<file path="src/rtl/rtc_bus_sequencer.sv">
// rtc_bus_sequencer: host request sequencer for the RTC bus-timing generator (optional WAIT_END timeout via SEQ_TIMEOUT_EN)
module rtc_bus_sequencer #(
  parameter int GAP_CYCLES = 3,
  parameter int TIMEOUT = 100
) (
  input  logic       clk,
  input  logic       reset,
  input  logic       start,
  input  logic       wr_nrd,
  input  logic [7:0] addr,
  input  logic [3:0] len,
  input  logic [7:0] wdata,
  input  logic       DIR1,
  input  logic       DAT1,
  input  logic       cambio_est,
  input  logic       En_tristate,
  input  logic [7:0] bus_in,
  output logic       En_Esc,
  output logic       En_Lect,
  output logic [7:0] bus_out,
  output logic       bus_oe,
  output logic [7:0] rdata,
  output logic       rdata_valid,
  output logic [3:0] rdata_idx,
  output logic       busy,
  output logic       done,
  output logic       error
);
  typedef enum logic [2:0] {IDLE, RUN, WAIT_END, GAP, DONE} state_t;
  localparam int GW = $clog2(GAP_CYCLES + 1);
  localparam logic [GW-1:0] GAP_LAST = GW'(GAP_CYCLES - 1);
  state_t state, next_state;
  logic          wr_q;
  logic [7:0]    cur_addr;
  logic [7:0]    wdata_q;
  logic [7:0]    bus_hold;
  logic [3:0]    remaining;
  logic [3:0]    idx;
  logic [GW-1:0] gap_cnt;
  logic          dat1_q;
  logic          cambio_q;
  logic          timeout_hit;
  logic          cambio_rise;
  logic          dat1_fall;
  assign cambio_rise = cambio_est & ~cambio_q;
  assign dat1_fall   = ~DAT1 & dat1_q;
`ifdef SEQ_TIMEOUT_EN
  localparam int TW = $clog2(TIMEOUT + 1);
  localparam logic [TW-1:0] TO_LAST = TW'(TIMEOUT - 1);
  logic [TW-1:0] to_cnt;
  logic          err_q;
  assign timeout_hit = (state == WAIT_END) && !cambio_rise && (to_cnt == TO_LAST);
  assign error = err_q;
  // cycles spent in WAIT_END, and the sticky timeout flag
  always_ff @(posedge clk or negedge reset) begin
    if (!reset) begin
      to_cnt <= '0;
      err_q  <= 1'b0;
    end else begin
      to_cnt <= (state == WAIT_END) ? to_cnt + 1'b1 : '0;
      if (timeout_hit) err_q <= 1'b1;
    end
  end
`else
  assign timeout_hit = (TIMEOUT < 0);
  assign error = 1'b0;
`endif
  // state register
  always_ff @(posedge clk or negedge reset) begin
    if (!reset) state <= IDLE;
    else state <= next_state;
  end
  // next-state decode
  always_comb begin
    next_state = IDLE;
    case (state)
      IDLE:     next_state = start ? RUN : IDLE;
      RUN:      next_state = WAIT_END;
      WAIT_END: next_state = cambio_rise ? GAP : timeout_hit ? DONE : WAIT_END;
      GAP:      next_state = (gap_cnt != GAP_LAST) ? GAP : (remaining > 4'd1) ? RUN : DONE;
      DONE:     next_state = IDLE;
      default:  next_state = IDLE;
    endcase
  end
  // state-derived outputs; bus_out is transparent in its windows and holds otherwise
  always_comb begin
    busy    = (state == RUN) || (state == WAIT_END) || (state == GAP);
    done    = (state == DONE);
    bus_oe  = (state == WAIT_END) && En_tristate && (DIR1 || wr_q);
    bus_out = ((state == WAIT_END) && DIR1) ? cur_addr :
              ((state == WAIT_END) && DAT1 && wr_q) ? wdata_q : bus_hold;
  end
  // request latches, enables, burst bookkeeping and read capture
  always_ff @(posedge clk or negedge reset) begin
    if (!reset) begin
      wr_q        <= 1'b0;
      cur_addr    <= 8'h00;
      wdata_q     <= 8'h00;
      bus_hold    <= 8'h00;
      remaining   <= 4'd0;
      idx         <= 4'd0;
      gap_cnt     <= '0;
      dat1_q      <= 1'b0;
      cambio_q    <= 1'b0;
      En_Esc      <= 1'b0;
      En_Lect     <= 1'b0;
      rdata       <= 8'h00;
      rdata_valid <= 1'b0;
      rdata_idx   <= 4'd0;
    end else begin
      dat1_q      <= DAT1;
      cambio_q    <= cambio_est;
      bus_hold    <= bus_out;
      En_Esc      <= (next_state == WAIT_END) && wr_q;
      En_Lect     <= (next_state == WAIT_END) && !wr_q;
      rdata_valid <= 1'b0;
      gap_cnt     <= (state == GAP) ? gap_cnt + 1'b1 : '0;
      if (state == IDLE && start) begin
        wr_q      <= wr_nrd;
        cur_addr  <= addr;
        remaining <= (len == 4'd0) ? 4'd1 : len;
        idx       <= 4'd0;
      end
      if (state == RUN) wdata_q <= wdata;
      if (state == WAIT_END && dat1_fall && !wr_q) begin
        rdata       <= bus_in;
        rdata_valid <= 1'b1;
        rdata_idx   <= idx;
      end
      if (state == GAP && gap_cnt == GAP_LAST) begin
        remaining <= remaining - 4'd1;
        if (remaining > 4'd1) begin
          cur_addr <= cur_addr + 8'd1;
          idx      <= idx + 4'd1;
        end
      end
    end
  end
endmodule

</file>
<file path="config.mk">
export PLATFORM = sky130hd
export DESIGN_NAME = rtc_bus_sequencer
export DESIGN_NICKNAME = d
export VERILOG_FILES = /design/src/rtl/rtc_bus_sequencer.sv
export SDC_FILE = /design/constraint.sdc
export NUM_CORES = 1
export LEC_CHECK = 0
export CAP_MARGIN = 15
export CELL_PAD_IN_SITES_DETAIL_PLACEMENT = 2
export CELL_PAD_IN_SITES_GLOBAL_PLACEMENT = 2
export CORE_ASPECT_RATIO = 2
export CORE_MARGIN = 1.5
export CORE_UTILIZATION = 34
export DETAILED_ROUTE_END_ITERATION = 12
export GPL_TIMING_DRIVEN = 0
export PLACE_DENSITY_LB_ADDON = 0.05
export SYNTH_ARGS = -nofsm -noshare
export SYNTH_HDL_FRONTEND = slang
export SYNTH_SLANG_ARGS = --single-unit
</file>
<file path="constraint.sdc">
create_clock -name clk -period 5.1 [get_ports clk]
set_clock_uncertainty 0.2 [all_clocks]
set_input_delay 1.275 -clock clk [delete_from_list [all_inputs] [get_ports clk]]
set_output_delay 1.275 -clock clk [all_outputs]
set_load 0.02 [all_outputs]
</file>
==> results.md <==
- CTS tree: yes
- Flop pwr share: 38.5%
- Max cap viols: 0
- Worst r2r src: remaining[0]
- Hold path depth: 1
- Max VDD drop: 0.0002394 V
- Clock share of power: 19.6%
- First-pass GRT wire length: 11630 µm
- Fin. Hold Viols: 0
- Final min period: 4.869 ns
- Status: complete, no violations
- Largest net degree at the start of global routing: 39
- Setup tns final: 0 ns
- Period utilization: between 90% and 100%
- CTS sink count: 55
- Reg clk slew, reported paths: 0.07 ns
- Synth top area share: 54.16%
- First drt pass iteration count: 2
- Worst Reg-to-Reg Cells: 7
- Clock Tree Root: clkbuf_16
- Register area share after synthesis: a little over half
- Buffers on Ports: 61
- Worst hold path startpoint: gap_cnt[0]
- DRC Markers: 0
- Arr. time, crit path: between 3 and 4 ns
- Slew Viols, Final: 0
- Seq cells post-synth: 55
- Placed Area: 0.003282 mm²
- Detail Placement HPWL: 5376 µm
- Vias in the first global route: 2228
- Worst path slowest cell: clkdlybuf4s50_1
- Hold/Removal Path Class: reg -> reg
- Mean routed wirelength per cell: 18.44 µm
- Worst path bufs/invs: 4
- Total GRT Usage: a little under a fifth
- Most common cell in the netlist: dfrtp_1
- Post-CTS setup buffers: 0
- Final setup viols: 0
- Hold WS: between 0.2 and 0.25 ns
- Area grow syn2layout: 35.99%
- Net Count, Synth: 258
- Initial Utilization: 34.97%
- Async SR Flop Fraction: 100.0%
- Cells after synthesis: 217
- Die Ht: between 100 and 150 µm
- DR vias/cell: 5.190
- Slew @ Worst Pin: around 0.52 ns
- Combinational share of power: 41.9%
- Slew headroom: 65.24%
- Drt total wl: 6988 µm
- Iter 0 DRT Violations: 23
- Mapped Area: 0.002541 mm²
- Critical path cell sequence: clkdlybuf4s50_1 > and2_1 > clkbuf_1 > buf_2 > nand2_1 > o21ai_0 > clkdlybuf4s50_1
- Leakage: 1.458 nW
- Die Span X: 64.13 µm
- Critical Path Start: DIR1
- Largest cells by area after synthesis: dfrtp_1 (54%), mux2_2 (9.3%), mux2i_1 (4.7%)
- CP delay by family, top: buffers and inverters
- Post_cts resized: 0
- Critical path fanouts, max: 10
- Total CTS buffers: 5
- Critical Path Stages: 7
- Row cnt: 44
- Setup CP Type: in -> out
- Io pins: 63
- Total gr overflow: 0
- Warnings from Yosys: 0
- Most used cell, CP: clkdlybuf4s50_1
- Number of synthesized flops with an enable pin: 0
- Antenna violation net count after detailed routing: 0
- Area leader, netlist: dfrtp_1
- CP endpoint kind: primary output
- CP max stage delay: 0.70 ns
- Cell Pwr Density: 588.8 mW/mm²
- Final core utilization: 47.56%
- Netlist cell types: 46
- Post-synthesis average cell area: 11.71 µm²
- Share of cells above drive strength 1: roughly 17%
- Gpl congestion: 0.7326
- Cts hold-fix bufs: 0
- Antenna violations before repair: 0
- Maximum clock rate: 205.4 MHz
- Net Sw Frac: a little over a third
- Synth cell count leaders: dfrtp_1 (55), nand2_1 (24), mux2_2 (21)
- Pint: around 1.3 mW
- # diodes: 0
- Total Die Area: 0.008033 mm²
- WP data required: 3.62 ns
- Final nets: 327
- Core area: 0.007267 mm²
- Psw: 0.7346 mW
- Worst-Skew Late Latency: 0.30 ns
- Startpoint Class: input pin
- Longest Clk Path Bufs: 2
- Ys flop type: dfrtp_1
- RSZ-0062 raised after global routing: no
- Post-route cell area: 0.003456 mm²
- Routed vias: approximately 2000
- # H-tree levels: 2
==> flip-flops by register name, indices dropped and copies added (netlist names) <==
signal,count
gap_cnt,2
wdata_q,8
rdata_idx,4
idx,4
wr_q,1
dat1_q,1
state,3
remaining,4
rdata_valid,1
rdata,8
bus_hold,8
cambio_q,1
En_Lect,1
En_Esc,1
cur_addr,8
==> final timing paths <==
kind | end | slack [ns]
worst max-delay path | bus_out[1] | 0.23
worst min-delay path | gap_cnt[0] | 0.23
worst max register to register | cur_addr[5] | 2.84
worst min register to register | gap_cnt[0] | 0.23
max in group asynchronous | idx[2] | 3.41
min in group asynchronous | cur_addr[6] | 0.72
==> cell usage in the layout, fill, tap and decap left out, types with 3 or more instances in the layout <==
cell type / count
and2_1: 3
clkbuf_16: 5
mux2_2: 21
mux2i_1: 12
buf_2: 7
nand2_1: 24
a221o_1: 4
a211oi_1: 4
nor2b_1: 3
nor3_1: 8
nor2_1: 7
o211ai_1: 3
buf_6: 3
nand3_1: 9
clkdlybuf4s50_1: 60
dfrtp_1: 55
inv_1: 6
o21ai_0: 12
ha_1: 5
==> worst reg2reg max path: stages (launching register included) <==
cell and delay [ns]:
dfrtp_1 0.43, inv_1 0.07, ha_1 0.21, nor2_1 0.31
o31a_4 0.20, buf_6 0.15, mux2_4 0.30, a221o_1 0.28
==> power groups by stage <==
stage | clock network [mW] | logic, mW | registers (mW)
global route | 0.429 | 0.932 | 0.810
detailed placement | 0 | 0.866 | 0.795
finish | 0.400 | 0.852 | 0.783
global placement | 0 | 0.832 | 0.775
CTS | 0.412 | 0.873 | 0.787
floorplan | 0 | 0.454 | 0.808
==> final cells by class <==
class / instances / area, µm²
timing repair buffer: 62 / 625.6
clock buffer: 6 / 138.9
buffer: 12 / 78.83
clock inverter: 2 / 35.03
fill: 782 / 3811
multi-input combinational: 144 / 1064
inverter: 6 / 22.52
tap: 92 / 115.1
sequential: 55 / 1376
==> per-stage QoR <==
stage | worst slack [ns] | std cells | total power [mW]
floorplan | 1.381 | 217 | 1.262
global placement | 0.3437 | 370 | 1.607
detailed placement | 0.2435 | 371 | 1.661
CTS | 0.1782 | 379 | 2.071
global route | 0.1135 | 379 | 2.171
finish | 0.2313 | 379 | 2.035
==> cell families after synthesis <==
kind of cell,Yosys count,share of synthesized area (%)
other,1,0.1476
muxes,34,14.62
buffers and inverters,18,3.988
and+or+nand+nor,70,14.67
adders and majority gates,5,2.462
DFF,55,54.16
AOI/OAI and AO/OA,33,9.602
xor gates and xnor gates,1,0.3447
==> routing by layer <==
layer | vias to the layer above | wire length [µm] | track usage (%)
met5 | - | 0 | 0
met1 | 1000 | 2668 | 21.28
met4 | 0 | 114 | 6.383
met2 | 49 | 3932 | 34.50
li1 | 910 | - | -
met3 | 8 | 272 | 4.317
No activity file was read; power rests on OpenSTA's default activity.
